<file path="src/rtl/snes_pad_responder.sv">
// snes_pad_responder: the device side of an SNES-style joystick link. Twelve
// debounced local buttons are latched into a 16-bit frame on the host's
// strobe and shifted out one bit per host clock rising edge. The serial data
// is active low.
//
// Ports:
//   clk         block clock (clk4 domain)
//   reset_n     asynchronous active-low reset
//   pad_strobe  host latch line, async, active high
//   pad_clock   host shift clock, async, idles high
//   pad_data    serial data to host, 0 = pressed
//   buttons     raw button levels, 1 = pressed
//               bit order from 0: B Y Sel Start Up Down Left Right A X L R
//   turbo_sel   bit 0 enables turbo on B, bit 1 enables turbo on A
//   bit_count   bits shifted since the last latch, saturates at 16
//   frame_done  one-cycle pulse on the 16th shift
//
// Optional feature: define SNES_PAD_TURBO_EN to build the turbo phase logic.
// Without it, turbo_sel is ignored.
module snes_pad_responder #(
    parameter int unsigned DEBOUNCE_CYCLES = 16384,
    parameter int unsigned TURBO_FRAMES    = 4
) (
    input  logic        clk,
    input  logic        reset_n,
    input  logic        pad_strobe,
    input  logic        pad_clock,
    output logic        pad_data,
    input  logic [11:0] buttons,
    input  logic [1:0]  turbo_sel,
    output logic [4:0]  bit_count,
    output logic        frame_done
);

    localparam int unsigned NUM_BTN = 12;
    localparam int unsigned SR_W    = 16;
    localparam int unsigned BC_W    = 5;
    localparam int unsigned DB_W    = (DEBOUNCE_CYCLES > 1) ? $clog2(DEBOUNCE_CYCLES) : 1;
    localparam logic [DB_W-1:0] DB_LAST  = DB_W'(DEBOUNCE_CYCLES - 1);
    localparam logic [BC_W-1:0] BC_FULL  = BC_W'(SR_W);
    localparam logic [BC_W-1:0] BC_LAST  = BC_W'(SR_W - 1);

    typedef enum logic {
        ST_LATCH = 1'b0,
        ST_SHIFT = 1'b1
    } state_e;

    // Synchronizer chains: [0] and [1] synchronize, and [2] holds history for edge detection.
    logic [2:0] stb_q;
    logic [2:0] pck_q;

    always_ff @(posedge clk or negedge reset_n) begin
        if (!reset_n) begin
            stb_q <= 3'b000;
            pck_q <= 3'b111;
        end else begin
            stb_q <= {stb_q[1:0], pad_strobe};
            pck_q <= {pck_q[1:0], pad_clock};
        end
    end

    logic stb_sync;
    logic stb_fall;
    logic pck_rise;

    assign stb_sync = stb_q[1];
    assign stb_fall = ~stb_q[1] & stb_q[2];
    assign pck_rise = pck_q[1] & ~pck_q[2];

    // Per-button debounce: the accepted level follows raw only after a stable run.
    logic [NUM_BTN-1:0] db_q;
    logic [NUM_BTN-1:0] db_d;
    logic [DB_W-1:0]    cnt_q [NUM_BTN];
    logic [DB_W-1:0]    cnt_d [NUM_BTN];

    always_comb begin
        db_d = db_q;
        for (int i = 0; i < int'(NUM_BTN); i++) begin
            cnt_d[i] = '0;
            if (buttons[i] != db_q[i]) begin
                if (cnt_q[i] == DB_LAST) begin
                    db_d[i] = buttons[i];
                end else begin
                    cnt_d[i] = cnt_q[i] + DB_W'(1);
                end
            end
        end
    end

    always_ff @(posedge clk or negedge reset_n) begin
        if (!reset_n) begin
            db_q <= '0;
            for (int i = 0; i < int'(NUM_BTN); i++) begin
                cnt_q[i] <= '0;
            end
        end else begin
            db_q <= db_d;
            for (int i = 0; i < int'(NUM_BTN); i++) begin
                cnt_q[i] <= cnt_d[i];
            end
        end
    end

    // Effective button levels presented to the latch.
    logic [NUM_BTN-1:0] eff;

`ifdef SNES_PAD_TURBO_EN
    localparam int unsigned TP_W = (TURBO_FRAMES > 1) ? $clog2(TURBO_FRAMES) : 1;
    localparam logic [TP_W-1:0] TP_LAST = TP_W'(TURBO_FRAMES - 1);

    logic [TP_W-1:0] phase_q;
    logic            tp_q;

    // Turbo phase flips once every TURBO_FRAMES strobe falling edges.
    always_ff @(posedge clk or negedge reset_n) begin
        if (!reset_n) begin
            phase_q <= '0;
            tp_q    <= 1'b0;
        end else if (stb_fall) begin
            if (phase_q == TP_LAST) begin
                phase_q <= '0;
                tp_q    <= ~tp_q;
            end else begin
                phase_q <= phase_q + TP_W'(1);
            end
        end
    end

    always_comb begin
        eff    = db_q;
        eff[0] = db_q[0] & ~(turbo_sel[0] & tp_q);
        eff[8] = db_q[8] & ~(turbo_sel[1] & tp_q);
    end
`else
    logic unused_turbo;

    assign eff          = db_q;
    assign unused_turbo = ^turbo_sel;
`endif

    // Latch/shift FSM. A held strobe keeps reloading, so strobe wins over a coincident clock edge.
    state_e            state_q;
    logic [SR_W-1:0]   sr_q;
    logic              pad_data_q;
    logic [BC_W-1:0]   bit_count_q;
    logic              frame_done_q;

    always_ff @(posedge clk or negedge reset_n) begin
        if (!reset_n) begin
            state_q      <= ST_SHIFT;
            sr_q         <= '0;
            pad_data_q   <= 1'b1;
            bit_count_q  <= '0;
            frame_done_q <= 1'b0;
        end else begin
            frame_done_q <= 1'b0;
            if (stb_sync) begin
                state_q     <= ST_LATCH;
                sr_q        <= {4'b0000, eff};
                pad_data_q  <= ~eff[0];
                bit_count_q <= '0;
            end else if (state_q == ST_LATCH) begin
                // sr keeps the last load, so B is already on pad_data.
                if (stb_fall) begin
                    state_q <= ST_SHIFT;
                end
            end else if (pck_rise) begin
                // Ones shift in from the top, so an over-clocked frame reads pressed (0).
                sr_q       <= {1'b1, sr_q[SR_W-1:1]};
                pad_data_q <= ~sr_q[1];
                if (bit_count_q != BC_FULL) begin
                    bit_count_q <= bit_count_q + BC_W'(1);
                end
                if (bit_count_q == BC_LAST) begin
                    frame_done_q <= 1'b1;
                end
            end
        end
    end

    assign pad_data   = pad_data_q;
    assign bit_count  = bit_count_q;
    assign frame_done = frame_done_q;

endmodule
</file>
<file path="config.mk">
export PLATFORM = sky130hd
export DESIGN_NAME = snes_pad_responder
export DESIGN_NICKNAME = d
export VERILOG_FILES = /design/src/rtl/snes_pad_responder.sv
export SDC_FILE = /design/constraint.sdc
export NUM_CORES = 1
export LEC_CHECK = 0
export ABC_CLOCK_PERIOD_IN_PS = 1700
export CORE_MARGIN = 1
export CORE_UTILIZATION = 57
export CTS_BUF_LIST = sky130_fd_sc_hd__clkbuf_8 sky130_fd_sc_hd__clkbuf_16
export DETAILED_ROUTE_END_ITERATION = 12
export DONT_BUFFER_PORTS = 1
export PLACE_DENSITY = 0.75
export SETUP_SLACK_MARGIN = 0.3
export SLEW_MARGIN = 20
export SYNTH_ARGS = -nofsm -noshare
export SYNTH_HDL_FRONTEND = slang
export SYNTH_SLANG_ARGS = --single-unit
</file>
<file path="constraint.sdc">
create_clock -name clk -period 1.7 [get_ports clk]
set_input_delay 0.17 -clock clk [delete_from_list [all_inputs] [get_ports clk]]
set_output_delay 0.17 -clock clk [all_outputs]
set_load 0.02 [all_outputs]
</file>
# After elaboration in Yosys (flattened, before gate mapping)
# Cells that the tools add are included.
[totals]
regBits = 210
word_cells = 134
output_inout_bits = 7
input_bits = 18
[op_classes]
bitwise = 6
n_eq_ne = 26
n_reduce_logical = 17
addsub = 13
n_mux = 41
[op_table]
columns = ["op", "count"]
rows = [
  ["two-way mux 14 bit", 24],
  ["adder 14 x 1 -> 14 bit, second input constant", 12],
  ["== test 14 bit, second input constant", 12],
  ["two-way mux 16 bit", 3],
  ["AND reduction 2 bit", 13],
  ["two-way mux 5 bit", 4],
  ["!= test 1 bit", 12],
  ["two-way mux 1 bit", 10],
  ["nonzero test 2 bit", 3],
  ["adder 5 x 1 -> 5 bit, second input constant", 1],
  ["== test 5 x 4 -> 1 bit, second input constant", 1],
  ["!= test 5 bit, second input constant", 1],
  ["NOT 1 bit", 4],
  ["AND reduction 3 bit", 1],
  ["AND 1 bit", 2],
]

# Longest topological paths before layout
# Gate-level depths: netlist of run 1.
[logic_depth]
ltp_word = 5
depth_mapped = 6
ltp_nobuf = 5

# Worst setup path before layout of run 1
# Ideal clock, no wire load.
[synth_path]
kind = "reg2reg"
from = "register cnt_q[28] (netlist name)"
to = "register db_q[9]"
slack_ns = -0.063
t_arrival_ns = 1.635
t_required_ns = 1.573
setup_ns = 0.127
stages_incl_launch_ff = 6
path_cell_list = "dfrtp_1 -> ha_1 -> nand3_2 -> or4_4 -> nor2_2 -> mux2_1"
[synth_between]
elab_chain_cells = 2
[synth_rtl]
columns = ["item", "line", "text"]
rows = [
  ["from (decl)", "73", "logic [DB_W-1:0] cnt_q [NUM_BTN];"],
  ["from (signal, indexed assignment)", "99", "cnt_q[i] <= cnt_d[i];"],
  ["== test 14 bit", "81", "if (cnt_q[i] == DB_LAST) begin"],
  ["AND reduction 2 bit (no source line)", "-", ""],
  ["to (signal assigned)", "92", "db_q <= '0;"],
  ["to (signal assigned)", "97", "db_q <= db_d;"],
  ["to (decl)", "71", "logic [NUM_BTN-1:0] db_q;"],
]
# Every way passes these cells.
# A chain may end at the register's enable or synchronous reset.

# Worst setup path in the final report of run 1
# Ends and elaborated chain as after synthesis.

==> results of run 1 <==
[final cells by class]
cell class                 instances  area [µm²]  area share [%]
clock buffer                      30         672            5.22
clock inverter                    10         146            1.14
inverter                          46         173            1.34
multi-input combinational        686        5320            41.3
sequential                       209        5250            40.8
tap                              220         275            2.14
timing repair buffer             116        1050            8.13
[per-layer routing]
layer,GRT usage (%),up-vias,part of all wire (%)
met3,3.23,49,2.9
met5,0,-,0
met2,39.3,138,51
met1,30.8,3629,43
li1,-,3471,-
met4,6.59,0,3.2
[worst paths after layout]
| check | start | to | cells after the start |
|---|---|---|---|
| worst max register to register | cnt_q[28] | db_q[9] | 5 |
| worst min-delay path | reset_n | cnt_q[150] | 0 |
| worst max-delay path | cnt_q[28] | db_q[9] | 5 |
| worst min register to register | stb_q[0] | stb_q[1] | 0 |
| max in group asynchronous | reset_n | state_q | 0 |
| min in group clk | buttons[10] | cnt_q[20] | 3 |
[worst max-delay path, stage by stage (launching register included)]
cell,delay (ns)
dfrtp_1,0.36
ha_2,0.19
nand3_2,0.07
or4_4,0.58
nor2_4,0.11
mux2_4,0.30
[registers in the layout, summed over array words and instances, names as in the netlist]
signal and count:
bit_count 5, cnt_q 168, db_q 12, frame_done 1, pad_data 1, pck_q 3
sr_q 15, state_q 1, stb_q 3
[cell usage after synthesis, types with 2 or more instances]
| master | count |
|---|---|
| a211oi_1 | 2 |
| nor3b_1 | 2 |
| mux2_2 | 11 |
| nor4_1 | 26 |
| nand4_1 | 24 |
| buf_2 | 13 |
| a31o_2 | 8 |
| or4_1 | 3 |
| nand3b_1 | 2 |
| xnor2_1 | 121 |
| clkbuf_1 | 5 |
| or3_1 | 4 |
| nor4_4 | 2 |
| nor2_1 | 203 |
| inv_1 | 46 |
| nand3_2 | 3 |
| xor2_1 | 30 |
| or2_2 | 3 |
| and3_1 | 11 |
| nor3_1 | 38 |
| a21oi_1 | 12 |
| dfstp_2 | 5 |
| nand3_1 | 64 |
| ha_1 | 15 |
| mux2i_1 | 12 |
| dfrtp_1 | 204 |
| o31ai_1 | 3 |
| o21ai_0 | 15 |
| nand2_1 | 53 |
| and4_1 | 3 |
[repair_timing]
| action | in CTS | in global routing |
|---|---|---|
| pin swaps | 54 | 93 |
| hold endpoints to repair | 241 | 209 |
| gates cloned | 8 | 1 |
| setup buffers | 39 | 44 |
| endpoints found under the setup margin | 169 | 162 |
| resized for setup | 97 | 143 |
[logic make-up after synthesis]
logic type / count (synthesis) / synth area share, %
AND/OR/NAND/NOR: 447 / 21.9
XOR/XNOR: 151 / 13.7
adder cells (fa/ha/maj): 15 / 1.95
flip-flops: 209 / 54.3
buffers and inverters: 64 / 2.66
multiplexers: 24 / 2.65
AO/OA/AOI/OAI: 42 / 2.78
[stage by stage]
step	utilization [%]	total power [mW]
3_5_place_dp	60.8	5.88
2_1_floorplan	-	5.75
4_1_cts	72.0	11.4
3_3_place_gp	60.8	5.85
6_report	77.9	11.5
5_1_grt	77.9	11.9
[power breakdown]
part           total [mW]  switching, mW  internal (mW)  leakage, nW
Combinational       0.878          0.419          0.458         2.11
Sequential           5.34          0.198           5.14         2.81
Clock                5.32           1.96           3.36        0.418
Total                11.5           2.58           8.96         5.34
==> run_results.csv, run 1 <==
group,metric,value,unit
placed_design,place.gp.congestion,0.793,
min_path,hold_path.class,"input pin to async pin",
timing,worst_pin_slew,0.526,ns
setup_path,crit_fanout,3,
pwr,powerDensity,896,mW/mm²
layout,diodes,0,
timing,slew_headroom,64.7,%
clock_network,cts_buffers,23,
layout,final_common_cell,"dfrtp_1",
layout,fill_cells,991,
setup_path,critical_path_required,2.08,ns
timing,rsz0062_at_grt,"true",
setup_path,critical_path_class,"register to register",
flow_run,cap_violations,0,
synthesis,synth_top_area_share,53.0,%
layout,nets,1115,
global_routing,grt_pass1_vias,7109,
pwr,leakage,5.34,nW
clock_network,hold_buffers,14,
synthesis,synth_edf_count,0,
timing,hold_violations,209,
global_routing,grt_pass1_wl,33.4,mm
layout,fin_area,0.0129,mm²
routing,drt_iter0_drc,579,
clock_network,clk_pin_slew_worst_paths,0.06,ns
layout,final_cells,1317,
placed_design,place_hpwl,10.7,mm
timing,setup_ws,-0.0116,ns
timing,finalSetupViolCount,4,
setup_path,cp-end-kind,"register",
floorplanning,chipHeight,132,µm
layout,area_growth,33.6,%
global_routing,grt_max_degree,210,
clock_network,cts_max_path_buffers,3,
routing,wl_per_cell,16.5,µm
global_routing,grt_antenna_before_repair,0,
timing,setup_tns,-0.0223,ns
synthesis,syn-num-nets,985,
placed_design,dpl.cell_count,1171,
synthesis,synthesis.area,0.00964,mm²
floorplanning,die_w,132,µm
routing,final_antenna_net_count,0,
pwr,vdd_drop_max,0.907,mV
timing,finalMaxSlewViolations,0,
synthesis,ys.flop_type,"dfrtp_1",
floorplanning,pin_count,25,
placed_design,port_buffers,0,
routing,drtPass1Iterations,5,
status,violations,"hold timing, setup timing",
global_routing,track_usage,23.0,%
floorplanning,core_area,0.0165,mm²
routing,wirelength,21.7,mm
routing,vias_per_cell,5.53,
layout,layout_common_cells,"dfrtp_1, nor2_1, xnor2_1",
timing,hold-worst-slack,-0.638,ns
floorplanning,dieArea,0.0174,mm²
clock_network,insertion_delay,0.50,ns
floorplanning,initial_utilization,58.3,%
layout,drive_gt1_share,30.5,%
timing,fmax,584,MHz
synthesis,synthArstFlopShare,100,%
synthesis,yosys_warnings,0,
synthesis,synth_area_leader_cell,"dfrtp_1",
synthesis,syn_area_per_cell,10.1,µm²
synthesis,synth_cell_type_count,39,
synthesis,synth.area.top_cells,"dfrtp_1, xnor2_1, nor2_1, nand3_1, xor2_1",
routing,vias,7287,
clock_network,h-tree-depth,1,
timing,fin_crit,1.71,ns
placed_design,place_ws,-0.0191,ns
setup_path,cp-start-kind,"register",
floorplanning,fp-row-count,47,
setup_path,critPathArrivalTime,2.10,ns
routing,drcViolationCount,0,
placed_design,placedInstanceArea,0.0100,mm²
synthesis,synth_seq_area_share,54.3,%
global_routing,grt_overflow_total,0,
status,outcome,"complete, but fails checks",
clock_network,cts_tree,"built",
synthesis,synth-seq-cells,209,
clock_network,cts_sinks,209,
timing,skew,0.0115,ns
setup_path,r2r_slack,-0.01,ns
synthesis,syn_inst,952,
clock_network,root_buffer,"clkbuf_16",
timing,fin_crit_sh,101,%
No activity file was read; power rests on OpenSTA's default activity.
==> run 2: changes to the inputs <==
CORE_ASPECT_RATIO = 1.5   (was not set)
==> run_results.csv, run 2 (synthesis results as in run 1) <==
group,metric,value,unit
clock_network,h-tree-depth,1,
global_routing,grt_pass1_vias,7292,
routing,vias_per_cell,5.66,
clock_network,hold_buffers,14,
global_routing,grt_pass1_wl,32.6,mm
global_routing,grt_antenna_before_repair,0,
setup_path,crit_chain,"ha_4, nand3_2, or4_4, nor2_4, mux2_4",
floorplanning,chipHeight,161,µm
setup_path,cp_slowest_cell,"or4_4",
placed_design,place.gp.congestion,0.791,
timing,rsz0062_at_grt,"true",
routing,drt_iter0_drc,428,
placed_design,place_hpwl,10.7,mm
global_routing,grt_overflow_total,0,
floorplanning,dieArea,0.0174,mm²
layout,nets,1128,
routing,drtPass1Iterations,5,
setup_path,critPathArrivalTime,2.09,ns
timing,slew_headroom,65.7,%
layout,diodes,0,
status,outcome,"complete, but fails checks",
layout,area_growth,33.4,%
setup_path,critical_path_required,2.08,ns
clock_network,clk_pin_slew_worst_paths,0.06,ns
layout,drive_gt1_share,32.1,%
floorplanning,initial_utilization,58.8,%
clock_network,insertion_delay,0.49,ns
flow_run,cap_violations,0,
timing,worst_pin_slew,0.511,ns
timing,skew,0.0121,ns
timing,fin_crit_sh,101,%
routing,final_antenna_net_count,0,
layout,top_regs,"cnt_q: 168 flops, sr_q: 15 flops, db_q: 12 flops",
layout,layout_common_cells,"dfrtp_1, nor2_1, xnor2_1",
floorplanning,die_w,108,µm
timing,hold-worst-slack,-0.629,ns
placed_design,port_buffers,0,
timing,fmax,583,MHz
setup_path,critical_path_class,"register to register",
setup_path,cp-start-kind,"register",
floorplanning,pin_count,25,
timing,hold_violations,209,
clock_network,cts_buffers,21,
status,violations,"hold timing, setup timing",
setup_path,cp-end-kind,"register",
layout,fin_util,78.4,%
pwr,vdd_drop_max,0.895,mV
global_routing,grt_max_degree,210,
layout,regMostFlops,"cnt_q",
min_path,hold_path.class,"input pin to async pin",
routing,drcViolationCount,0,
layout,largest_reg_flops,168,
pwr,powerDensity,831,mW/mm²
pwr,total_power,10.7,mW
floorplanning,fp-row-count,57,
timing,setup_ws,-0.0150,ns
setup_path,crit_fanout,4,
setup_path,cp_top_family,"simple AND/OR/NAND/NOR gates",
clock_network,root_buffer,"clkbuf_16",
clock_network,cts_sinks,209,
global_routing,track_usage,22.9,%
routing,vias,7440,
layout,final_common_cell,"dfrtp_1",
setup_path,max_stage_delay,0.58,ns
floorplanning,core_area,0.0164,mm²
clock_network,cts_tree,"built",
clock_network,cts_max_path_buffers,3,
pwr,leakage,5.34,nW
routing,wl_per_cell,17.0,µm
setup_path,path_buf_inv,0,
timing,fin_crit,1.71,ns
timing,finalSetupViolCount,1,
routing,wirelength,22.3,mm
timing,finalMaxSlewViolations,0,
==> run 2: cell count changes in the layout (fill, tap and decap cells not counted), moves of 4 or more <==
| cell | previous run | this run |
|---|---|---|
| buf_4 | 80 | 101 |
| o21ai_0 | 6 | 13 |
| o21ai_1 | 9 | 2 |
| buf_6 | 17 | 12 |
| dfrtp_1 | 192 | 187 |
| dfrtp_2 | 12 | 17 |
| nor2_2 | 39 | 34 |
| nor4_2 | 11 | 16 |
| nor2_1 | 156 | 160 |
| nor3_1 | 24 | 20 |
==> run 2: worst paths after layout <==
kind | slack [ns] | from | to | depth (start not counted)
max in group asynchronous | 1.86 | reset_n | cnt_q[142] | 0
worst max-delay path | -0.01 | cnt_q[28] | db_q[9] | 5
worst max register to register | -0.01 | cnt_q[28] | db_q[9] | 5
worst min register to register | 0.35 | stb_q[0] | stb_q[1] | 0
worst min-delay path | -0.63 | reset_n | cnt_q[104] | 0
min in group clk | 0.05 | buttons[10] | cnt_q[24] | 3
==> run 2: timing repair <==
item	4_1_cts	5_1_grt
resized for setup	93	150
endpoints found under the hold margin	234	209
gates cloned	7	1
setup buffers	44	53
pin swaps	50	78
setup endpoints to repair	157	157
==> run 2: worst reg2reg max path, delay by kind of cell, from the launching register on <==
kind | cells | cell delay (ns)
flip-flops | 1 | 0.39
adder cells (fa/ha/maj) | 1 | 0.15
multiplexers | 1 | 0.30
AND/OR/NAND/NOR | 3 | 0.76
==> run 2: area by class of cell <==
cell class,count,area (µm²)
clock buffers,27,608
clock inverters,9,61.3
fillers,899,3550
inverters,46,173
multi-input cells,686,5390
flip-flops and latches,209,5260
well taps,206,258
repair buffers,131,1110
==> run 2: report_power, final <==
group | leakage [nW] | total, mW | internal, mW | switching [mW]
Sequential | 2.81 | 5.33 | 5.14 | 0.193
Clock | 0.357 | 4.51 | 2.64 | 1.86
Combinational | 2.17 | 0.845 | 0.451 | 0.394
==> run 2: metrics by stage <==
step	instance area (µm²)	instances	hold WS (ns)	setup slack [ns]	setup TNS, ns
final	12900	1314	-0.629	-0.0150	-0.0150
after global routing	12900	1314	-0.645	-0.0611	-0.221
after CTS	11800	1260	-0.639	-0.00336	-0.00336
after detailed placement	10100	1159	-0.118	-0.0559	-0.0799
after global placement	10100	1159	-0.117	-0.00664	-0.00664
after floorplan	9740	952	-0.126	-0.0370	-0.0370
==> run 2: metal layers <==
| layer | vias up | global-route usage [%] | wire (µm) |
|---|---|---|---|
| met2 | 162 | 41.5 | 12300 |
| met1 | 3734 | 26.7 | 8540 |
| met4 | 0 | 8.78 | 576 |
| met3 | 57 | 3.67 | 829 |
| met5 | - | 0 | 0 |
| li1 | 3487 | - | - |
